### config.mk
export PLATFORM = sky130hd
export DESIGN_NAME = alu_sequencer_flat
export DESIGN_NICKNAME = d
export VERILOG_FILES = /design/src/rtl/alu_pkg.sv /design/src/rtl/alu_sequencer_if.sv /design/src/rtl/instr_mem.sv /design/src/rtl/alu_sequencer.sv /design/src/flat_wrapper.sv
export SDC_FILE = /design/constraint.sdc
export NUM_CORES = 1
export LEC_CHECK = 0
export ABC_AREA = 1
export CAP_MARGIN = 0
export CORE_MARGIN = 2
export CORE_UTILIZATION = 40
export CTS_BUF_LIST = sky130_fd_sc_hd__clkbuf_4
export CTS_CLUSTER_SIZE = 40
export DETAILED_ROUTE_END_ITERATION = 10
export DONT_BUFFER_PORTS = 1
export GPL_ROUTABILITY_DRIVEN = 0
export PLACE_DENSITY = 0.61
export SLEW_MARGIN = 20
export SYNTH_ARGS = -nofsm -noshare
export SYNTH_HDL_FRONTEND = slang
export SYNTH_SLANG_ARGS = --single-unit
### constraint.sdc
create_clock -name clk -period 3.6 [get_ports clk]
set_input_delay 0.72 -clock clk [delete_from_list [all_inputs] [get_ports clk]]
set_output_delay 0.72 -clock clk [all_outputs]
set_load 0.01 [all_outputs]
### src/rtl/alu_pkg.sv
// alu_pkg: opcodes shared with the ALU, instruction layout and sequencer state encoding.
package alu_pkg;
    localparam logic [3:0] OP_ADD = 4'h0, OP_SUB = 4'h1, OP_AND = 4'h2, OP_OR = 4'h3,
                           OP_XOR = 4'h4, OP_INC = 4'h5, OP_NOP = 4'hF;
    localparam int HALT_BIT = 21, OP_LSB = 17, ACC_BIT = 16, A_LSB = 8, B_LSB = 0;
    localparam logic [2:0] S_IDLE = 3'd0, S_FETCH = 3'd1, S_ISSUE = 3'd2,
                           S_WAIT = 3'd3, S_RETIRE = 3'd4, S_HALT = 3'd5;
    typedef struct packed {
        logic [3:0] op;
        logic       acc;
        logic [7:0] a;
        logic [7:0] b;
    } issue_t;
    typedef struct packed {
        logic   halt;
        issue_t body;
    } instr_t;
    localparam issue_t ISSUE_NOP = '{op: OP_NOP, acc: 1'b0, a: 8'h00, b: 8'h00};
    function automatic instr_t mk_instr(input logic h, input logic [3:0] op, input logic acc,
                                        input logic [7:0] a, input logic [7:0] b);
        logic [21:0] w;
        w = '0;
        w[HALT_BIT] = h;
        w[OP_LSB+:4] = op;
        w[ACC_BIT] = acc;
        w[A_LSB+:8] = a;
        w[B_LSB+:8] = b;
        return instr_t'(w);
    endfunction
endpackage

### src/rtl/alu_sequencer_if.sv
// alu_sequencer_if: operand/strobe bus between the sequencer and the ALU.
interface alu_sequencer_if;
    logic [7:0] alu_a;
    logic [7:0] alu_b;
    logic [3:0] alu_op;
    logic       alu_acc;
    logic       alu_en;
    logic       alu_done;
    logic [7:0] alu_results;
    modport master(output alu_a, alu_b, alu_op, alu_acc, alu_en, input alu_done, alu_results);
    modport slave(input alu_a, alu_b, alu_op, alu_acc, alu_en, output alu_done, alu_results);
endinterface

### src/rtl/instr_mem.sv
// instr_mem: DEPTH x 22 instruction store, synchronous write, combinational read, never reset.
module instr_mem
    import alu_pkg::*;
#(
    parameter int DEPTH = 16
) (
    input  logic                     clk,
    input  logic                     we,
    input  logic [$clog2(DEPTH)-1:0] waddr,
    input  instr_t                   wdata,
    input  logic [$clog2(DEPTH)-1:0] raddr,
    output instr_t                   rdata
);
    instr_t mem [DEPTH];
    always_ff @(posedge clk)
        if (we) mem[waddr] <= wdata;
    assign rdata = mem[raddr];
endmodule

### src/rtl/alu_sequencer.sv
// alu_sequencer: steps through instruction memory, issuing each entry to an external
// multi-cycle ALU and retiring its result; a WAIT timeout halts with a sticky error.
module alu_sequencer
    import alu_pkg::*;
#(
    parameter int DEPTH   = 16,
    parameter int TIMEOUT = 15
) (
    input  logic                     clk,
    input  logic                     rst,
    input  logic                     prog_we,
    input  logic [$clog2(DEPTH)-1:0] prog_addr,
    input  instr_t                   prog_data,
    input  logic                     start,
    alu_sequencer_if.master          alu,
    output logic [7:0]               result,
    output logic                     result_valid,
    output logic [$clog2(DEPTH)-1:0] pc,
    output logic                     busy,
    output logic                     halted,
    output logic                     error
);
    localparam int AW = $clog2(DEPTH);
    localparam int TW = $clog2(TIMEOUT + 1);
    logic [2:0]    state;
    issue_t        ir;
    instr_t        rdata;
    logic [TW-1:0] tcnt;
    logic          done_q;
    logic          done_rise;
    logic          en;
    logic          can_prog;
    assign can_prog  = state == S_IDLE || state == S_HALT;
    // Only a fresh low-to-high transition completes; a level left over from the last op does not.
    assign done_rise = alu.alu_done & ~done_q;
    instr_mem #(.DEPTH(DEPTH)) u_mem (
        .clk  (clk),
        .we   (prog_we & can_prog),
        .waddr(prog_addr),
        .wdata(prog_data),
        .raddr(pc),
        .rdata(rdata)
    );
    assign alu.alu_a   = ir.a;
    assign alu.alu_b   = ir.b;
    assign alu.alu_op  = ir.op;
    assign alu.alu_acc = ir.acc;
    assign alu.alu_en  = en;
    assign result_valid = state == S_RETIRE;
    assign halted       = state == S_HALT;
    assign busy         = !can_prog;
    always_ff @(posedge clk or posedge rst)
        if (rst) begin
            state  <= S_IDLE;
            pc     <= '0;
            ir     <= ISSUE_NOP;
            en     <= 1'b0;
            result <= '0;
            error  <= 1'b0;
            tcnt   <= '0;
            done_q <= 1'b0;
        end else begin
            done_q <= alu.alu_done;
            case (state)
                S_IDLE, S_HALT:
                    if (start) begin
                        state <= S_FETCH;
                        pc    <= '0;
                        error <= 1'b0;
                    end
                S_FETCH: begin
                    // The instruction register doubles as the operand hold for ISSUE and WAIT.
                    ir    <= rdata.body;
                    en    <= !rdata.halt;
                    state <= rdata.halt ? S_HALT : S_ISSUE;
                end
                S_ISSUE: begin
                    tcnt  <= '0;
                    state <= S_WAIT;
                end
                S_WAIT:
                    if (done_rise) begin
                        result <= alu.alu_results;
                        en     <= 1'b0;
                        state  <= S_RETIRE;
                    end else if (tcnt == TW'(TIMEOUT)) begin
                        error <= 1'b1;
                        en    <= 1'b0;
                        state <= S_HALT;
                    end else begin
                        tcnt <= tcnt + 1'b1;
                    end
                S_RETIRE:
                    if (pc == AW'(DEPTH - 1)) state <= S_HALT;
                    else begin
                        pc    <= pc + 1'b1;
                        state <= S_FETCH;
                    end
                default: state <= S_IDLE;
            endcase
        end
endmodule

### src/flat_wrapper.sv
// flat-port wrapper written by rule: the top's interface ports become plain ports
module alu_sequencer_flat import alu_pkg::*;
#(
    parameter int DEPTH   = 16,
    parameter int TIMEOUT = 15
)
  (clk, rst, prog_we, prog_addr, prog_data, start, result, result_valid, pc, busy, halted, error, alu_alu_a, alu_alu_b, alu_alu_op, alu_alu_acc, alu_alu_en, alu_alu_done, alu_alu_results);
  alu_sequencer_if alu_i ();
  input  logic clk;
  input  logic rst;
  input  logic prog_we;
  input  logic [$clog2(DEPTH)-1:0] prog_addr;
  input  instr_t prog_data;
  input  logic start;
  output logic [7:0] result;
  output logic result_valid;
  output logic [$clog2(DEPTH)-1:0] pc;
  output logic busy;
  output logic halted;
  output logic error;
  output wire logic [$bits(alu_i.alu_a)-1:0] alu_alu_a;
  output wire logic [$bits(alu_i.alu_b)-1:0] alu_alu_b;
  output wire logic [$bits(alu_i.alu_op)-1:0] alu_alu_op;
  output wire logic [$bits(alu_i.alu_acc)-1:0] alu_alu_acc;
  output wire logic [$bits(alu_i.alu_en)-1:0] alu_alu_en;
  input wire logic [$bits(alu_i.alu_done)-1:0] alu_alu_done;
  input wire logic [$bits(alu_i.alu_results)-1:0] alu_alu_results;
  assign alu_alu_a = alu_i.alu_a;
  assign alu_alu_b = alu_i.alu_b;
  assign alu_alu_op = alu_i.alu_op;
  assign alu_alu_acc = alu_i.alu_acc;
  assign alu_alu_en = alu_i.alu_en;
  assign alu_i.alu_done = alu_alu_done;
  assign alu_i.alu_results = alu_alu_results;
  alu_sequencer #(.DEPTH(DEPTH), .TIMEOUT(TIMEOUT)) u_core (.clk(clk), .rst(rst), .prog_we(prog_we), .prog_addr(prog_addr), .prog_data(prog_data), .start(start), .alu(alu_i), .result(result), .result_valid(result_valid), .pc(pc), .busy(busy), .halted(halted), .error(error));
endmodule
======== After elaboration in Yosys (flattened, before gate mapping) ========
Memory sizes are Yosys's and may differ from the RTL's.
Cells that the tools add are included.
cells by class
  add/subtract/negate cells ............... 2
  divide/modulo/power cells ............... 0
  shifts and indexed selects .............. 0
  reduce and logical (&&, ||, !) cells .... 15
  mux-type cells .......................... 21
  equal/unequal tests ..................... 13
  multipliers ............................. 0
  bitwise logic cells ..................... 3
  magnitude comparators ................... 0
operators with widths
  cell                                                   number
  two-way mux 4 bit                                      4
  one-hot mux 4 bit (2 select lines)                     2
  two-way mux 3 bit                                      5
  one-hot mux 3 bit (5 select lines)                     1
  adder 4 x 1 -> 4 bit, second input constant            2
  == test 4 bit, second input constant                   2
  inequality test 2 bit, second input constant           4
  nonzero test 2 bit                                     4
  two-way mux 1 bit                                      7
  == test 3 x 2 -> 1 bit, second input constant          2
  == test 3 bit, second input constant                   2
  AND reduction 2 bit                                    3
  AND reduction 3 bit                                    2
  one-hot mux 1 bit (2 select lines)                     2
  AND reduction 4 bit                                    1
  == test 3 x 1 -> 1 bit, second input constant          1
  zero test 3 bit                                        1
  inequality test 3 x 1 -> 1 bit, second input constant  1
  AND 1 bit                                              2
  zero test 1 bit                                        2
  inequality test 2 x 1 -> 1 bit, second input constant  1
  OR reduction 2 bit                                     1
  logical OR 1 bit                                       1
  inverter 1 bit                                         1
word-level totals
  register bits after elaboration ......... 43
  memories ................................ 1
  output and inout bits ................... 38
  latch bits .............................. 0
  memory bits (writable) .................. 352
  bits in read-only memories .............. 0
  input bits .............................. 39
memory list
  name              depth  width  read ports  clocked after memory_dff  write ports  line             text
  u_core.u_mem.mem  16     22     1           0                         1            instr_mem.sv:14  instr_t mem [DEPTH];

======== Depth between registers and ports, before layout ========
Gate-level depths: netlist of the first run.
  depth after elaboration ................. 5
  gate-level depth with buffers ........... 13

======== Hierarchy ========
Synthesis of the first run repeated with hierarchy kept, for this count alone.
unflattened totals
  cells, all modules ...................... 1675
  area, all modules ....................... 17121.4 um^2
modules (own cells, without submodules)
  module         area each (um^2)  cells an instance  times used
  instr_mem      15209.6           1444               1
  alu_sequencer  1911.8            231                1

======== Worst setup path before layout of the first run ========
Ideal clock, no wire load.
  kind .................................... register to register
  from .................................... reg u_core.state[0]
  to ...................................... mem u_core.u_mem.mem[0][0] (netlist bit) (enable)
  clock period less this slack ............ 2.438 ns
  required time ........................... 3.199 ns
  cell stages (with the launch flop) ...... 8
  data arrival time ....................... 2.037 ns
  library setup time ...................... 0.401 ns
  slack ................................... 1.162 ns
  path through ............................ dfrtp_1 > nor2_1 > nand2_1 > nand2_2 > inv_2 > nor2_1 > nand3_1 > nor2_1
on the way
  longest elaborated chain between the ends .. 5
  elaborated cells on any way between the ends .. 6
  classes of those cells .................. eq/ne (1); mux (2); bitwise (1); reduce/logical (2)
RTL lines
  item                                              line                 text
  from (decl)                                       alu_sequencer.sv:25  logic [2:0] state;
  from (signal assigned)                            alu_sequencer.sv:75  state <= rdata.halt ? S_HALT : S_ISSUE;
  == test 3 bit or zero test 3 bit (tied branches)  alu_sequencer.sv:33  assign can_prog = state == S_IDLE || state == S_HALT;
  logical OR 1 bit *                                alu_sequencer.sv:33
  AND 1 bit *                                       alu_sequencer.sv:38  .we (prog_we & can_prog),
  two-way mux 1 bit *                               instr_mem.sv:16      if (we) mem[waddr] <= wdata;
  two-way mux 1 bit (not written as such) *         instr_mem.sv:16
  to (decl)                                         instr_mem.sv:14
Mark *: on every way between the ends. The rest lies on a longest branch, timed or not.

======== Worst setup path after layout of the first run ========
  from .................................... reg u_core.state[2]
  to ...................................... mem u_core.u_mem.mem[10][0] (netlist bit) (enable)
The elaborated chain is that of the path after synthesis.

==> results of run 1 <==
flip-flops by register name (all words and copies together), names as in the netlist:
signal	count
u_core.u_mem.mem	352
u_core.alu.alu_a	8
u_core.alu.alu_b	8
u_core.result	8
u_core.alu.alu_op	4
u_core.pc	4
u_core.tcnt	4
u_core.state	3
u_core.alu.alu_acc	1
u_core.alu.alu_en	1
u_core.done_q	1
u_core.error	1
through the flow:
step                utilization [%]  total power [mW]  hold WS [ns]  worst slack [ns]
floorplan                         -              7.63         0.475              1.16
global placement               41.7              8.40         0.498             0.849
detailed placement             41.7              8.46         0.505             0.737
CTS                            45.8              12.3     0.0000909             0.717
global route                   45.9              13.0      0.000510             0.493
finish                         45.9              12.3        0.0680             0.657
cell usage after synthesis (all sizes together) (3+ instances only):
library cell and instances:
nand3 279, edfxtp 352, nand2 432, xor2 3
o21ai 46, inv 34, nor2 26, clkbuf 15
a21oi 44, buf 63, dfrtp 39, dfstp 4
kinds of logic (layout without fill, tap and decap cells):
| kind of cell | count (synthesis) | in the layout | share of synthesized area, % |
|---|---|---|---|
| compound gates | 94 | 94 | 3.00 |
| simple gates | 741 | 741 | 19.9 |
| other cells | 0 | 2 | 0 |
| fa+ha+maj | 2 | 2 | 0.157 |
| mux | 1 | 1 | 0.0628 |
| flops | 395 | 395 | 73.1 |
| buf+inv | 112 | 274 | 3.62 |
| xor+xnor | 3 | 3 | 0.165 |
final timing paths:
| check | startpoint | end | cells past startpoint |
|---|---|---|---|
| min reg2reg | u_core.alu.alu_op[2] | u_core.alu.alu_op[2] | 2 |
| max in group asynchronous | rst | u_core.pc[1] | 2 |
| min | prog_data[4] | u_core.u_mem.mem[2][4] | 0 |
| max | u_core.state[2] | u_core.u_mem.mem[10][0] | 7 |
| max reg2reg | u_core.state[2] | u_core.u_mem.mem[10][0] | 7 |
| min in group asynchronous | rst | u_core.pc[0] | 2 |
power by group through the flow:
| stage | Sequential (mW) | Combinational [mW] | Clock (mW) |
|---|---|---|---|
| floorplan | 5.60 | 2.03 | 0 |
| global placement | 5.71 | 2.69 | 0 |
| detailed placement | 5.71 | 2.75 | 0 |
| CTS | 5.62 | 2.83 | 3.88 |
| global route | 5.64 | 3.19 | 4.14 |
| finish | 5.61 | 2.88 | 3.81 |
routing by layer:
metal / vias to the layer above / global-route usage, % / wire length (microns)
met5: - / 0 / 0
li1: 4953 / - / -
met3: 74 / 6.07 / 4770
met1: 5298 / 30.1 / 18900
met2: 532 / 35.1 / 21300
met4: 0 / 9.54 / 1470
cell type report:
cell class / count / area, sq um
Sequential cell: 395 / 11700
Clock inverter: 26 / 111
Multi-Input combinational cell: 841 / 3850
Tap cell: 525 / 657
Antenna cell: 2 / 5.00
Timing Repair Buffer: 53 / 526
Fill cell: 3651 / 21400
Inverter: 34 / 134
Clock buffer: 161 / 1210
critical path: cells and delay by family (launching register included):
family	cells	cell delay, ns
buf+inv	2	0.31
flops	1	0.36
simple gates	5	1.84
==> results.yml, run 1 <==
status:
  status: "finished clean"
synth:
  synth_top_area_cell: "edfxtp_1"
  yosysSeqAreaShare_pct: 73.1
  synthFlopType: "edfxtp_1"
  synth.distinct_cells: 33
  async_reset_ff_share_pct: 10.9
  synth_fp_nets: 1389
  syn_inst: 1348
  synth-seq-cells: 395
  synth_edf_count: 352
  syn_avg_cell_area_sq_um: 11.8
  ys_warn_count: 0
  ys_top_cells_by_area: "edfxtp_1 66%, nand2_1 10%, nand3_1 8.7%, dfrtp_1 6.1%, a21oi_1 1.4%"
  yosysTopAreaCellShare_pct: 66.3
  syn-cell-area_sq_um: 15900
setup_path:
  ff2ff_setup_slack_ns: 0.66
  crit_path_start_kind: "flip-flop"
  cpMaxStageDelayCell: "nor2_4"
  cp_slowest_stage_delay_ns: 0.70
  critPathMaxFanout: 22
  path_cells: "buf_4 -> nand3_1 -> nand2_2 -> inv_2 -> nor2_1 -> nand3_1 -> nor2_4"
  cp.arrival_ns: 3.28
  worstPathRequired_ns: 3.94
  end_kind: "flip-flop"
  crit_type: "flip-flop to flip-flop"
  cpMostUsedCell: "nand3_1"
cells_and_area:
  fin_nets: 1467
  post-route-cell-area_sq_um: 18100
  drive_gt1_share_pct: 15.3
  final_common_cell: "nand2_1"
  final_cell_mix: "430 x nand2_1, 352 x edfxtp_1, 278 x nand3_1"
  final_cells: 2037
  synthToLayoutAreaGrowth_pct: 13.8
power:
  sw_frac_of_total_pct: 33.8
  clkPwrFrac_pct: 31.0
  powerDensity_nw_per_um2: 678
  power_frac_comb_pct: 23.4
  leakage_nw: 6.66
  ir_worst_vdd_v: 0.000612
  internal-power_mw: 8.14
  switchingPower_mw: 4.16
  seq_power_share_pct: 45.6
clock_network:
  cts_root_buf: "clkbuf_4"
  clk_latency_ns: 0.76
  htreeDepth: 3
  clock_sinks: 395
  cts_buffers: 101
  clkTransAtPathRegs_ns: 0.07
  hold_buffers: 29
  clockBufferDepth: 3
  cts_tree: "built"
  cts-resized-gates: 0
  cts_setup_buffers: 0
worst_hold_path:
  hp-class: "input pin to flip-flop"
floorplanning:
  io_pins: 77
  core_area_sq_um: 39500
  initial_core_util_pct: 40.3
  die_h_microns: 204
  die_x_microns: 204
  rows: 73
  die_area_sq_um: 41500
timing:
  worstMarginPinSlew_ns: 0.894
  fin_skew_ns: 0.0555
  drv_slew: 0
  hold_viol_final: 0
  rsz0062_at_grt: "false"
  timing.final.crit_share_pct: 81.8
  setup_viol: 0
  finalSetupTns_ns: 0
  maxClockFrequency_mhz: 340
  max_slew_margin_pct: 40.4
  min_period_ns: 2.94
grt:
  grt_overflow_total: 0
  grt_use_total_pct: 22.6
  antenna_found_initial: 5
  grt_pass1_vias: 10600
  grt_pass1_wl_microns: 68000
  grt_start_max_net_pins: 180
detailed_routing:
  drt_first_iter_violations: 1280
  via_per_inst: 5.33
  drt_wl_total_microns: 46400
  route.vias.total: 10900
  drc: 0
  ant_nets: 0
  first_pass_iters: 7
  wl_per_cell_microns: 22.8
placed_design:
  dp.cells: 1817
  port_buffers: 0
  placed_area_sq_um: 16500
  hpwlAfterDp_microns: 26300
flow_run:
  drv_cap: 0
Note: power is estimated with default switching activity, not from simulation.
==> run 2, diff against run 1 <==
--- a/config.mk
+++ b/config.mk
@@ -14,7 +14,7 @@
 export DETAILED_ROUTE_END_ITERATION = 10
 export DONT_BUFFER_PORTS = 1
 export GPL_ROUTABILITY_DRIVEN = 0
-export PLACE_DENSITY = 0.61
+export PLACE_DENSITY = 0.63
 export SLEW_MARGIN = 20
 export SYNTH_ARGS = -nofsm -noshare
 export SYNTH_HDL_FRONTEND = slang
==> constraint.sdc (replaced) <==
create_clock -name clk -period 2.7 [get_ports clk]
set_input_delay 0.54 -clock clk [delete_from_list [all_inputs] [get_ports clk]]
set_output_delay 0.54 -clock clk [all_outputs]
set_load 0.01 [all_outputs]
==> run 2 against run 1 <==
  * Count of clock-buffer cells in the layout is 4 lower
  * Critical path type unchanged
  * Final cell count is 0.83% higher
  * Cell area is 1.0% higher
  * Highest routed layer is now met5
  * Largest cell class unchanged
  * Critical path depth is 2 higher
  * Worst hold slack better by 0.068 ns
  * Die area stayed put
  * Non-clock buffer count is 24 higher
  * Sequential share of layout area is 0.64 points lower
  * Largest power group unchanged
  * Via count hardly changed
  * First-iteration DRC count is 5.3% higher
  * Clock skew is 0.0045 ns lower
  * Global-route usage is 1.9 points lower
==> results.yml, run 2 (synthesized netlist as in run 1, its figures left out) <==
timing:
  hold_viol_final: 0
  finalSetupTns_ns: 0
  drv_slew: 0
  fin_skew_ns: 0.0511
  timing.final.crit_share_pct: 87.8
  worstMarginPinSlew_ns: 0.908
  max_slew_margin_pct: 39.3
  setup_viol: 0
  maxClockFrequency_mhz: 422
  rsz0062_at_grt: "false"
  min_period_ns: 2.37
cells_and_area:
  regMostFlops: "u_core.u_mem.mem"
  synthToLayoutAreaGrowth_pct: 14.9
  final_cells: 2054
  final_cell_mix: "430 x nand2_1, 352 x edfxtp_1, 278 x nand3_1"
  final_common_cell: "nand2_1"
  drive_gt1_share_pct: 16.3
  largest_reg_flops: 352
  fin_nets: 1488
clock_network:
  cts_buffers: 98
  clk_latency_ns: 0.76
  clkTransAtPathRegs_ns: 0.07
  htreeDepth: 3
  clock_sinks: 395
  clockBufferDepth: 3
  cts_tree: "built"
  cts-resized-gates: 0
  cts_root_buf: "clkbuf_4"
detailed_routing:
  drt_first_iter_violations: 1348
  route.vias.total: 10900
  highest_layer: "met5"
  met3_length_microns: 4370
  first_pass_iters: 5
  via_per_inst: 5.29
  ant_nets: 0
  wl_per_cell_microns: 20.8
  met1_length_microns: 18700
  dr_wl_met2_microns: 19100
  drt_wl_total_microns: 42800
  drc: 0
floorplanning:
  die_h_microns: 204
  rows: 73
  initial_core_util_pct: 40.3
  io_pins: 77
  die_x_microns: 204
  core_area_sq_um: 39500
  die_area_sq_um: 41500
power:
  ir_worst_vdd_v: 0.000828
  p_total_mw: 16.3
  powerDensity_nw_per_um2: 890
  leakage_nw: 6.77
worst_hold_path:
  hp-class: "input pin to flip-flop"
status:
  status: "finished clean"
grt:
  grt_pass1_wl_microns: 63800
  grt_start_max_net_pins: 93
  grt_use_total_pct: 20.8
  grt_pass1_vias: 10400
  grt_overflow_total: 0
  antenna_found_initial: 3
setup_path:
  crit_type: "flip-flop to flip-flop"
  worstPathRequired_ns: 3.09
  crit_path_start_kind: "flip-flop"
  cp.arrival_ns: 2.76
  critPathMaxFanout: 22
  end_kind: "flip-flop"
placed_design:
  port_buffers: 0
  dp.cells: 1840
  hpwlAfterDp_microns: 25700
flow_run:
  drv_cap: 0
-- run 2: metal layers --
layer | GRT usage, % | vias to the layer above
met3 | 6.23 | 51
li1 | - | 5008
met1 | 29.4 | 5270
met4 | 5.92 | 2
met5 | 0 | -
met2 | 31.0 | 532
-- run 2: final timing paths --
kind / start / endpoint / slack, ns / depth (start not counted)
max in group asynchronous: rst / u_core.alu.alu_a[6] / 1.61 / 3
worst min register to register: u_core.tcnt[0] / u_core.tcnt[0] / 0.51 / 1
worst max-delay path: u_core.state[0] / u_core.u_mem.mem[9][10] / 0.33 / 9
worst min-delay path: start / u_core.pc[3] / 0.14 / 4
min in group asynchronous: rst / u_core.pc[0] / 0.33 / 2
worst max register to register: u_core.state[0] / u_core.u_mem.mem[9][10] / 0.33 / 9
-- run 2: timing repair --
| item | CTS | global route |
|---|---|---|
| hold buffers | 32 | 0 |
| endpoints found under the hold margin | 381 | 0 |
| setup buffers | 0 | 0 |
-- run 2: cell type report --
cell class,instances,area (sq um)
Fill cell,3537,21200
Sequential cell,395,11700
Multi-Input combinational cell,841,3840
Clock buffer,157,1180
Timing Repair Buffer,77,733
Tap cell,525,657
Inverter,34,133
Clock inverter,23,121
Antenna cell,2,5.00
-- run 2: critical path, cell delays in order (launching register included) --
cell and delay (ns):
dfrtp_1 0.45, nor2_1 0.18, nand2_1 0.08, nand2_2 0.09
inv_2 0.06, nor2_1 0.37, nand3_1 0.14, buf_4 0.21
nor2_4 0.08, buf_4 0.34
-- run 2: metrics by stage --
stage	hold slack, ns	worst slack, ns	area, sq um	util, %
2_1_floorplan	0.475	0.262	15900	-
3_3_place_gp	0.496	0.440	16700	42.2
3_5_place_dp	0.503	0.390	16700	42.2
4_1_cts	0.0767	0.327	18300	46.3
5_1_grt	0.110	0.157	18300	46.3
6_report	0.136	0.328	18300	46.4
-- run 2: report_power, final --
| group | internal [mW] | switching [mW] |
|---|---|---|
| combinational | 1.09 | 2.75 |
| clock | 2.72 | 2.32 |
| sequential | 7.07 | 0.356 |
